==> src/rtl/l2_port_arbiter_pkg.sv <==
// ==================================================================
// l2_port_arbiter_pkg : owner/state types and cache-line geometry helpers
// Rev 1.0
// ==================================================================
`default_nettype none

package l2_port_arbiter_pkg;

    localparam int CACHE_BLOCK_SIZE = 64;

    typedef enum logic [1:0] {
        OWN_DC = 2'd0,
        OWN_IC = 2'd1,
        OWN_WB = 2'd2
    } l2_owner_e;

    typedef enum logic [2:0] {
        IDLE   = 3'd0,
        ADDR   = 3'd1,
        RBURST = 3'd2,
        WBURST = 3'd3,
        DONE   = 3'd4
    } l2_arb_state_e;

    function automatic int beats_f(input int blk_bytes, input int data_w);
        return (blk_bytes * 8) / data_w;
    endfunction

    function automatic int ofs_f(input int blk_bytes);
        return $clog2(blk_bytes);
    endfunction

    // Round-robin successor in the fixed ring DC -> IC -> WB -> DC.
    function automatic l2_owner_e owner_next(input l2_owner_e o);
        case (o)
            OWN_DC:  return OWN_IC;
            OWN_IC:  return OWN_WB;
            default: return OWN_DC;
        endcase
    endfunction

endpackage

`default_nettype wire

==> src/rtl/l2_port_arbiter_rr.sv <==
// ==================================================================
// rr_arbiter3 : 3-way round-robin picker with registered start pointer
// Rev 1.0
// ==================================================================
`default_nettype none

module rr_arbiter3
    import l2_port_arbiter_pkg::*;
(
    input  logic       clk,
    input  logic       rst,
    input  logic [2:0] req_i,
    input  logic       upd_i,
    input  l2_owner_e  win_i,
    output l2_owner_e  rr_win_o,
    output logic       rr_valid_o
);

    l2_owner_e ptr_q;
    l2_owner_e ptr_d;
    l2_owner_e w_cand;

    always_comb begin
        rr_win_o   = ptr_q;
        rr_valid_o = 1'b0;
        w_cand     = ptr_q;
        for (int k = 0; k < 3; k++) begin
            if (!rr_valid_o && req_i[w_cand]) begin
                rr_win_o   = w_cand;
                rr_valid_o = 1'b1;
            end
            w_cand = owner_next(w_cand);
        end
    end

    // The pointer follows the actual winner, including priority overrides.
    always_comb begin
        ptr_d = ptr_q;
        if (upd_i) begin
            ptr_d = owner_next(win_i);
        end
    end

    always_ff @(posedge clk) begin
        if (rst) begin
            ptr_q <= OWN_DC;
        end else begin
            ptr_q <= ptr_d;
        end
    end

endmodule

`default_nettype wire

==> src/rtl/l2_port_arbiter.sv <==
// ==================================================================
// l2_port_arbiter : owns the L1<->L2 line port; one line transaction at a time
// Rev 1.0
// ==================================================================
`default_nettype none

module l2_port_arbiter #(
    parameter int CACHE_BLOCK_SIZE = l2_port_arbiter_pkg::CACHE_BLOCK_SIZE,
    parameter int DATA_W           = 32,
    parameter int ADDR_W           = 32
) (
    input  logic              clk,
    input  logic              rst,
    input  logic              ic_req_i,
    input  logic [ADDR_W-1:0] ic_addr_i,
    output logic              ic_gnt_o,
    output logic              ic_rvalid_o,
    output logic              ic_done_o,
    input  logic              dc_req_i,
    input  logic [ADDR_W-1:0] dc_addr_i,
    output logic              dc_gnt_o,
    output logic              dc_rvalid_o,
    output logic              dc_done_o,
    input  logic              wb_req_i,
    input  logic [ADDR_W-1:0] wb_addr_i,
    input  logic              wb_full_i,
    input  logic [DATA_W-1:0] wb_wdata_i,
    output logic              wb_pop_o,
    output logic              wb_gnt_o,
    output logic              wb_done_o,
    output logic [DATA_W-1:0] l1_rdata_o,
    output logic              l2_req_o,
    output logic              l2_we_o,
    output logic [ADDR_W-1:0] l2_addr_o,
    input  logic              l2_ack_i,
    input  logic [DATA_W-1:0] l2_rdata_i,
    input  logic              l2_rvalid_i,
    output logic [DATA_W-1:0] l2_wdata_o,
    output logic              l2_wvalid_o,
    input  logic              l2_wready_i
);

    import l2_port_arbiter_pkg::*;

    localparam int                BEATS     = beats_f(CACHE_BLOCK_SIZE, DATA_W);
    localparam int                OFS       = ofs_f(CACHE_BLOCK_SIZE);
    localparam int                BW        = $clog2(BEATS);
    localparam logic [BW-1:0]     LAST_BEAT = BW'(BEATS - 1);
    localparam logic [ADDR_W-1:0] LINE_MASK = {ADDR_W{1'b1}} << OFS;

    l2_arb_state_e     state_q, state_d;
    l2_owner_e         owner_q, owner_d;
    logic [ADDR_W-1:0] addr_q, addr_d;
    logic [BW-1:0]     beat_q, beat_d;

    logic [2:0]        w_req;
    logic              w_force_wb;
    l2_owner_e         w_rr_win;
    logic              w_rr_valid;
    l2_owner_e         w_win;
    logic [ADDR_W-1:0] w_win_addr;
    logic              w_grant;
    logic              w_owner_req;

    assign w_req = {wb_req_i, ic_req_i, dc_req_i};

    // A pending writeback to the same line as a DCache miss must reach L2 first.
    assign w_force_wb = wb_req_i &
                        (wb_full_i | (dc_req_i & (((wb_addr_i ^ dc_addr_i) & LINE_MASK) == '0)));
    assign w_win      = w_force_wb ? OWN_WB : w_rr_win;
    assign w_grant    = (state_q == IDLE) & w_rr_valid & ~rst;

    always_comb begin
        case (w_win)
            OWN_DC:  w_win_addr = dc_addr_i;
            OWN_IC:  w_win_addr = ic_addr_i;
            default: w_win_addr = wb_addr_i;
        endcase
    end

    rr_arbiter3 u_rr (
        .clk        (clk),
        .rst        (rst),
        .req_i      (w_req),
        .upd_i      (w_grant),
        .win_i      (w_win),
        .rr_win_o   (w_rr_win),
        .rr_valid_o (w_rr_valid)
    );

    always_comb begin
        state_d     = state_q;
        owner_d     = owner_q;
        addr_d      = addr_q;
        beat_d      = beat_q;
        ic_gnt_o    = 1'b0;
        ic_rvalid_o = 1'b0;
        ic_done_o   = 1'b0;
        dc_gnt_o    = 1'b0;
        dc_rvalid_o = 1'b0;
        dc_done_o   = 1'b0;
        wb_gnt_o    = 1'b0;
        wb_done_o   = 1'b0;
        wb_pop_o    = 1'b0;
        l2_req_o    = 1'b0;
        l2_we_o     = 1'b0;
        l2_wvalid_o = 1'b0;
        l2_addr_o   = addr_q;
        l1_rdata_o  = l2_rdata_i;
        l2_wdata_o  = wb_wdata_i;
        case (state_q)
            IDLE: begin
                if (w_grant) begin
                    case (w_win)
                        OWN_DC:  dc_gnt_o = 1'b1;
                        OWN_IC:  ic_gnt_o = 1'b1;
                        default: wb_gnt_o = 1'b1;
                    endcase
                    owner_d = w_win;
                    addr_d  = w_win_addr & LINE_MASK;
                    state_d = ADDR;
                end
            end
            ADDR: begin
                l2_req_o = 1'b1;
                l2_we_o  = (owner_q == OWN_WB);
                if (l2_ack_i) begin
                    state_d = (owner_q == OWN_WB) ? WBURST : RBURST;
                    beat_d  = '0;
                end
            end
            RBURST: begin
                if (l2_rvalid_i) begin
                    if (owner_q == OWN_IC) begin
                        ic_rvalid_o = 1'b1;
                    end else begin
                        dc_rvalid_o = 1'b1;
                    end
                    beat_d = beat_q + BW'(1);
                    if (beat_q == LAST_BEAT) begin
                        state_d = DONE;
                    end
                end
            end
            WBURST: begin
                l2_wvalid_o = 1'b1;
                wb_pop_o    = l2_wready_i;
                if (l2_wready_i) begin
                    beat_d = beat_q + BW'(1);
                    if (beat_q == LAST_BEAT) begin
                        state_d = DONE;
                    end
                end
            end
            DONE: begin
                case (owner_q)
                    OWN_DC:  dc_done_o = 1'b1;
                    OWN_IC:  ic_done_o = 1'b1;
                    default: wb_done_o = 1'b1;
                endcase
                state_d = IDLE;
            end
            default: state_d = IDLE;
        endcase
    end

    always_ff @(posedge clk) begin
        if (rst) begin
            state_q <= IDLE;
            owner_q <= OWN_DC;
            addr_q  <= '0;
            beat_q  <= '0;
        end else begin
            state_q <= state_d;
            owner_q <= owner_d;
            addr_q  <= addr_d;
            beat_q  <= beat_d;
        end
    end

    always_comb begin
        case (owner_q)
            OWN_DC:  w_owner_req = dc_req_i;
            OWN_IC:  w_owner_req = ic_req_i;
            default: w_owner_req = wb_req_i;
        endcase
    end

    a_req_held_until_done: assert property (
        @(posedge clk) disable iff (rst) (state_q != IDLE) |-> w_owner_req
    );

endmodule

`default_nettype wire

==> config.mk <==
export PLATFORM = sky130hd
export DESIGN_NAME = l2_port_arbiter
export DESIGN_NICKNAME = d
export VERILOG_FILES = /design/src/rtl/l2_port_arbiter_pkg.sv /design/src/rtl/l2_port_arbiter_rr.sv /design/src/rtl/l2_port_arbiter.sv
export SDC_FILE = /design/constraint.sdc
export NUM_CORES = 1
export LEC_CHECK = 0
export CAP_MARGIN = 0
export CORE_AREA = 2 2 108 110
export DETAILED_ROUTE_END_ITERATION = 8
export DIE_AREA = 0 0 110 112
export PLACE_DENSITY = 0.76
export SKIP_LAST_GASP = 1
export SLEW_MARGIN = 20
export SYNTH_ARGS = -nofsm -noshare
export SYNTH_HDL_FRONTEND = slang
export SYNTH_SLANG_ARGS = --single-unit
==> constraint.sdc <==
create_clock -name clk -period 8 [get_ports clk]
set_clock_uncertainty 0.1 [all_clocks]
set_input_delay 2.4 -clock clk [delete_from_list [all_inputs] [get_ports clk]]
set_output_delay 2.4 -clock clk [all_outputs]
set_load 0.01 [all_outputs]
; Yosys cells after proc, flatten, opt, wreduce, memory -nomap -nowiden
; Cells that the tools add are included.
[totals]
output_inout_bits = 108
elab_cells = 97
reg_bits = 37
inputBits = 169
[classes]
eq_ne = 14
muxes = 51
n_reduce_logical = 16
n_bitwise = 7
addsub = 1
n_lt_le_gt_ge = 3
[ops]
columns = op, n
row1 = $pmux 32 s2, 1
row2 = $logic_not 32->1, 1
row3 = $xor 32x32->32, 1
row4 = $mux 1, 31
row5 = $mux 3, 5
row6 = $mux 4, 3
row7 = $pmux 2 s2, 3
row8 = $pmux 3 s4, 1
row9 = $pmux 4 s3, 1
row10 = $lt 2x3->1 const B, 3
row11 = $eq 2x1->1 const B, 4
row12 = $logic_not 2->1, 4
row13 = $reduce_and 4->1, 2
row14 = $bmux 1 s2, 3
row15 = $eq 3x2->1 const B, 2
row16 = $mux 2, 3
row17 = $ne 2x2->1 const B, 3
row18 = $add 4x1->4 const B, 1
row19 = $and 1x1->1, 4
row20 = $eq 4x4->1 const B, 1
row21 = $reduce_or 2->1, 2
row22 = $eq 3x1->1 const B, 1
row23 = $eq 3x3->1 const B, 1
row24 = $logic_not 3->1, 1
row25 = 8 further kinds, 10

; Depth between registers and ports, before layout
[depth]
depth_word = 15
ltp_mapped = 9
ltp_nobuf = 6

; Cells and area by module
; Synthesis repeated with hierarchy kept, for this count alone.
[hier_totals]
cells_unflattened = 350
hier_area_um2 = 2956.6
[modules_own_cells]
columns = mod, area_each_um2, n_inst, seq_area_each_um2, cells_per_inst
row1 = l2_port_arbiter, 2806.4, 1, 700.7, 330
row2 = rr_arbiter3, 150.1, 1, 40.0, 20

; Worst setup path before layout
; OpenSTA, ideal clock, no wires.
[synth_timing]
kind = input-to-output
from = input dc_addr_i[20]
to = output wb_gnt_o
arrival_ns = 3.971
required_time_ns = 5.500
path_buffers = 1
path_stages = 6
path_slack_ns = 1.529
path_cell_list = xor2_1 -> or4_4 -> nor4_2 -> nor2_2 -> buf_6 -> nor2_1
[synth_between]
elab_chain_len = 11
word_cells_on_any_way = 12
classes_between = eq/ne: 1 / mux: 4 / bitwise: 4 / reduce/logical: 3
[synth_rtl]
columns = item, line_no
row1 = from (decl), l2_port_arbiter.sv:20  ; input logic [ADDR_W-1:0] dc_addr_i,
row2 = $xor 32x32->32 (*), l2_port_arbiter.sv:69  ; (wb_full_i | (dc_req_i & (((wb_addr_i ^ dc_addr_i) & LINE_MASK) == '0)));
row3 = $logic_not 32->1 (*), l2_port_arbiter.sv:69
row4 = $and 1x1->1 (*), l2_port_arbiter.sv:69
row5 = $or 1x1->1 (*), l2_port_arbiter.sv:69
row6 = $and 1x1->1 (*), l2_port_arbiter.sv:68  ; assign w_force_wb = wb_req_i &
row7 = $mux 2 (*), l2_port_arbiter.sv:70  ; assign w_win = w_force_wb ? OWN_WB : w_rr_win;
row8 = $eq 2x1->1 / $logic_not 2->1 (equally long branches), l2_port_arbiter.sv:114  ; case (w_win)
row9 = $reduce_or 2->1 (no source line) (*), --
row10 = $mux 1 (*), l2_port_arbiter.sv:114
row11 = $mux 1 (*), l2_port_arbiter.sv:113  ; if (w_grant) begin
row12 = $mux 1 (*), l2_port_arbiter.sv:111  ; case (state_q)
row13 = to (decl), l2_port_arbiter.sv:29  ; output logic wb_gnt_o,
; Every way passes the cells marked *; elsewhere a longest branch is shown, timed or not.

; Worst setup path in the final report
[layout_timing]
from = input wb_req_i
to = output ic_gnt_o
[layout_between]
elab_chain_len = 14
word_cells_on_any_way = 23
classes_between = eq/ne: 1 / mux: 15 / bitwise: 3 / reduce/logical: 4
[layout_rtl]
columns = item, line_no
row1 = from (decl), l2_port_arbiter.sv:24  ; input logic wb_req_i,
row2 = $bmux 1 s2, l2_port_arbiter_rr.sv:28  ; if (!rr_valid_o && req_i[w_cand]) begin
row3 = $mux 1 (not written as such), l2_port_arbiter_rr.sv:28
row4 = $mux 1, l2_port_arbiter_rr.sv:28
row5 = $logic_not 1->1, l2_port_arbiter_rr.sv:28
row6 = $logic_and 1x1->1, l2_port_arbiter_rr.sv:28
row7 = $mux 1, l2_port_arbiter_rr.sv:28
row8 = $logic_not 1->1, l2_port_arbiter_rr.sv:28
row9 = $logic_and 1x1->1, l2_port_arbiter_rr.sv:28
row10 = $mux 2, l2_port_arbiter_rr.sv:28
row11 = $mux 2, l2_port_arbiter.sv:70
row12 = $eq 2x1->1, l2_port_arbiter.sv:114
row13 = $mux 1, l2_port_arbiter.sv:114
row14 = $mux 1 (*), l2_port_arbiter.sv:113
row15 = $mux 1 (*), l2_port_arbiter.sv:111
row16 = to (decl), l2_port_arbiter.sv:16  ; output logic ic_gnt_o,
; Every way passes the cells marked *; elsewhere a longest branch is shown, timed or not. The select of a mux whose other input is x is not followed.

==> qor.yml <==
outcome:
  run_status: "completed"
setup_path:
  rrSetupSlack_ns: 5.70
  crit_chain: "clkdlybuf4s50_1, nand2_1, nor4_1, nand4_1, or4_4, nand2_2, inv_1, clkdlybuf4s50_1"
  cpPeakStageDelay_ns: 0.67
  cp-end-kind: "primary output"
  rr_worst_depth: 7
  rr_startpoint: "u_rr.ptr_q[1]"
  worst-path-max-fanout: 11
  cpMostUsedCell: "clkdlybuf4s50_1"
  reg2reg_to: "l2_addr_o[13]"
  start_kind: "primary input"
  worstSetupPathType: "primary input to primary output"
  crit_required_ns: 5.50
  critPathSlowestCell: "or4_4"
  critical_path_arrival_ns: 5.08
  crit_start: "wb_req_i"
  crit_path_end: "ic_gnt_o"
drt:
  first_pass_iters: 4
  drt_iter0_drc: 160
  viasPerCell: 5.25
  ant_nets: 0
  wl_um: 11300
  drc: 0
  via_count: 3247
  wl_per_cell_um: 18.3
finish:
  n_antenna_cell: 0
  final_nets: 644
  drive_gt1_share_pct: 12.6
  area_growth_pct: 31.1
floorplan:
  dieHeight_um: 112
  fp.dieW_um: 110
  pin_count: 277
  std_cell_rows: 39
  core_area_um2: 11200
  die_area_um2: 12300
  initial_core_util_pct: 30.6
placed_design:
  place_congestion: 0.776
  dp_hpwl_um: 8760
  port_buffers: 124
timing:
  max_freq_ghz: 0.132
  period_needed_ns: 7.58
  drv_slew: 0
  final_hold_viol_count: 0
  fin_crit_sh_pct: 94.7
  grt_setup_unrepaired: "false"
  fin_tns_setup_ns: 0
  tightest_slew_ns: 0.896
  maxSlewHeadroom_pct: 40.3
  final-setup-viol-count: 0
cts:
  cts_buffer_depth: 2
  cts_tree: "done"
  numClockSinks: 37
  cts_max_level: 2
  postCtsSetupBuffers: 0
  cts_made_buffers: 5
  cts.clk_slew.worst_paths_ns: 0.07
  ctsResizeCount: 0
  cts.hold.buffers_added: 0
  insertion_delay_ns: 0.28
  clockRootBuffer: "clkbuf_16"
global_route:
  use_met2_pct: 31.6
  grt_pass1_vias: 3401
  grt_antenna_before_repair: 0
  overflow: 0
  grt_max_degree: 29
  use_met1_pct: 21.8
  met3_usage_pct: 3.92
  grt_util_all_layers_pct: 17.9
  grt_busiest_layer: "met2"
  grt_pass1_wl_um: 17600
job:
  cap_viol_max_count: 0
logic_synthesis:
  synth_seq_area_share_pct: 21.7
  synth_top_area_share_pct: 21.7
  synthCells: 419
  syn_avg_cell_area_um2: 8.16
  yosysWarnings: 0
  synth_commonest_cells: "buf_4 (71), dfxtp_1 (37), nand3b_1 (30)"
  synth_cell_type_count: 57
  syn_area_um2: 3420
  synth_ff_type: "dfxtp_1"
  yosys-top-cells-area: "dfxtp_1 (22%), buf_4 (16%), nand3b_1 (6.6%)"
  post-synth-top-count-cell: "buf_4"
  async_flop_share_pct: 0
  synth-seq-cells: 37
  synth_edf_count: 0
  synth.largest_area_cell: "dfxtp_1"
min_path:
  hold_class: "flop to flop"
power_and_ir_drop:
  leakagePower_nw: 1.67
  worst_ir_drop_vdd_mv: 0.125
  power_per_cell_area_nw_per_um2: 248
  finalPower_mw: 1.11
## per-stage QoR
step	worst slack (ns)	util, %	instance area, µm²	cells	hold WS (ns)
final	0.423	40.1	4480	618	0.400
after CTS	0.410	40.1	4480	618	0.403
after global placement	0.445	38.5	4300	610	0.376
after global routing	0.245	40.1	4480	618	0.431
after floorplan	1.53	-	3440	424	0.358
after detailed placement	0.434	38.5	4300	610	0.384
## how the worst min path moves through the flow
stage / endpoint / from / cells after the start
2_1_floorplan: owner_q[0] / owner_q[0] / 2
3_3_place_gp: beat_q[1] / beat_q[1] / 2
3_5_place_dp: l2_addr_o[18] / l2_addr_o[18] / 2
4_1_cts: l2_addr_o[19] / l2_addr_o[19] / 2
5_1_grt: l2_addr_o[19] / l2_addr_o[19] / 2
6_report: l2_addr_o[19] / l2_addr_o[19] / 2
## final cells by class
type                       instances  area [µm²]
tap                              143         179
multi-input combinational        267        1950
sequential                        37         741
clock buffer                       6         139
timing repair buffer             137        1340
clock inverter                     2        37.5
inverter                          26        97.6
fill                            1125        6700
## registers in the layout (all words and copies together) (netlist names)
register,cells
beat_q,4
l2_addr_o,26
owner_q,2
u_rr.ptr_q,2
state_q,3
## per-layer routing
layer | wire, µm | share of wire, % | up-vias
met2 | 5600 | 50 | 123
met1 | 4670 | 41 | 1551
li1 | - | - | 1539
met5 | 0 | 0 | -
met4 | 208 | 1.8 | 0
met3 | 809 | 7.2 | 34
## power by group
| group | internal [mW] | total [mW] | switching [mW] |
|---|---|---|---|
| sequential | 0.248 | 0.300 | 0.0521 |
| clock | 0.156 | 0.236 | 0.0804 |
| combinational | 0.277 | 0.575 | 0.298 |
| total | 0.681 | 1.11 | 0.430 |
## cells by family (layout without fill, tap and decap cells)
logic type,count (synthesis),in the layout,share of synthesized area [%]
flops,37,37,21.7
other cells,1,6,0.110
xor+xnor,28,28,7.18
compound gates,76,76,17.5
fa+ha+maj,1,1,0.366
mux,15,15,4.91
buf+inv,120,171,22.2
simple gates,141,141,26.1
## cell usage in the layout, fill, tap and decap left out, types with 3 or more instances in the layout
cell               n
a211oi_1          16
a21o_1             3
a21oi_1            9
a22o_1             4
a311oi_1           5
and3_1             3
buf_4             13
clkbuf_16          5
clkdlybuf4s50_1  124
conb_1             6
dfxtp_1           37
inv_1             26
mux2_2            14
nand2_1           13
nand2b_1           5
nand3_1           10
nand3b_1          30
nand4_1           20
nor2_1            20
nor2b_1            5
nor3_1             3
nor4_1            12
o211ai_1           5
o211ai_2           9
o21ai_0            6
o221ai_1           7
xnor2_1            5
xor2_1            23
## critical path, delay by kind of cell
family                 cells  cell delay [ns]
buffers and inverters      3             1.19
and+or+nand+nor            5             1.47
(Power assumes the default switching activity.)
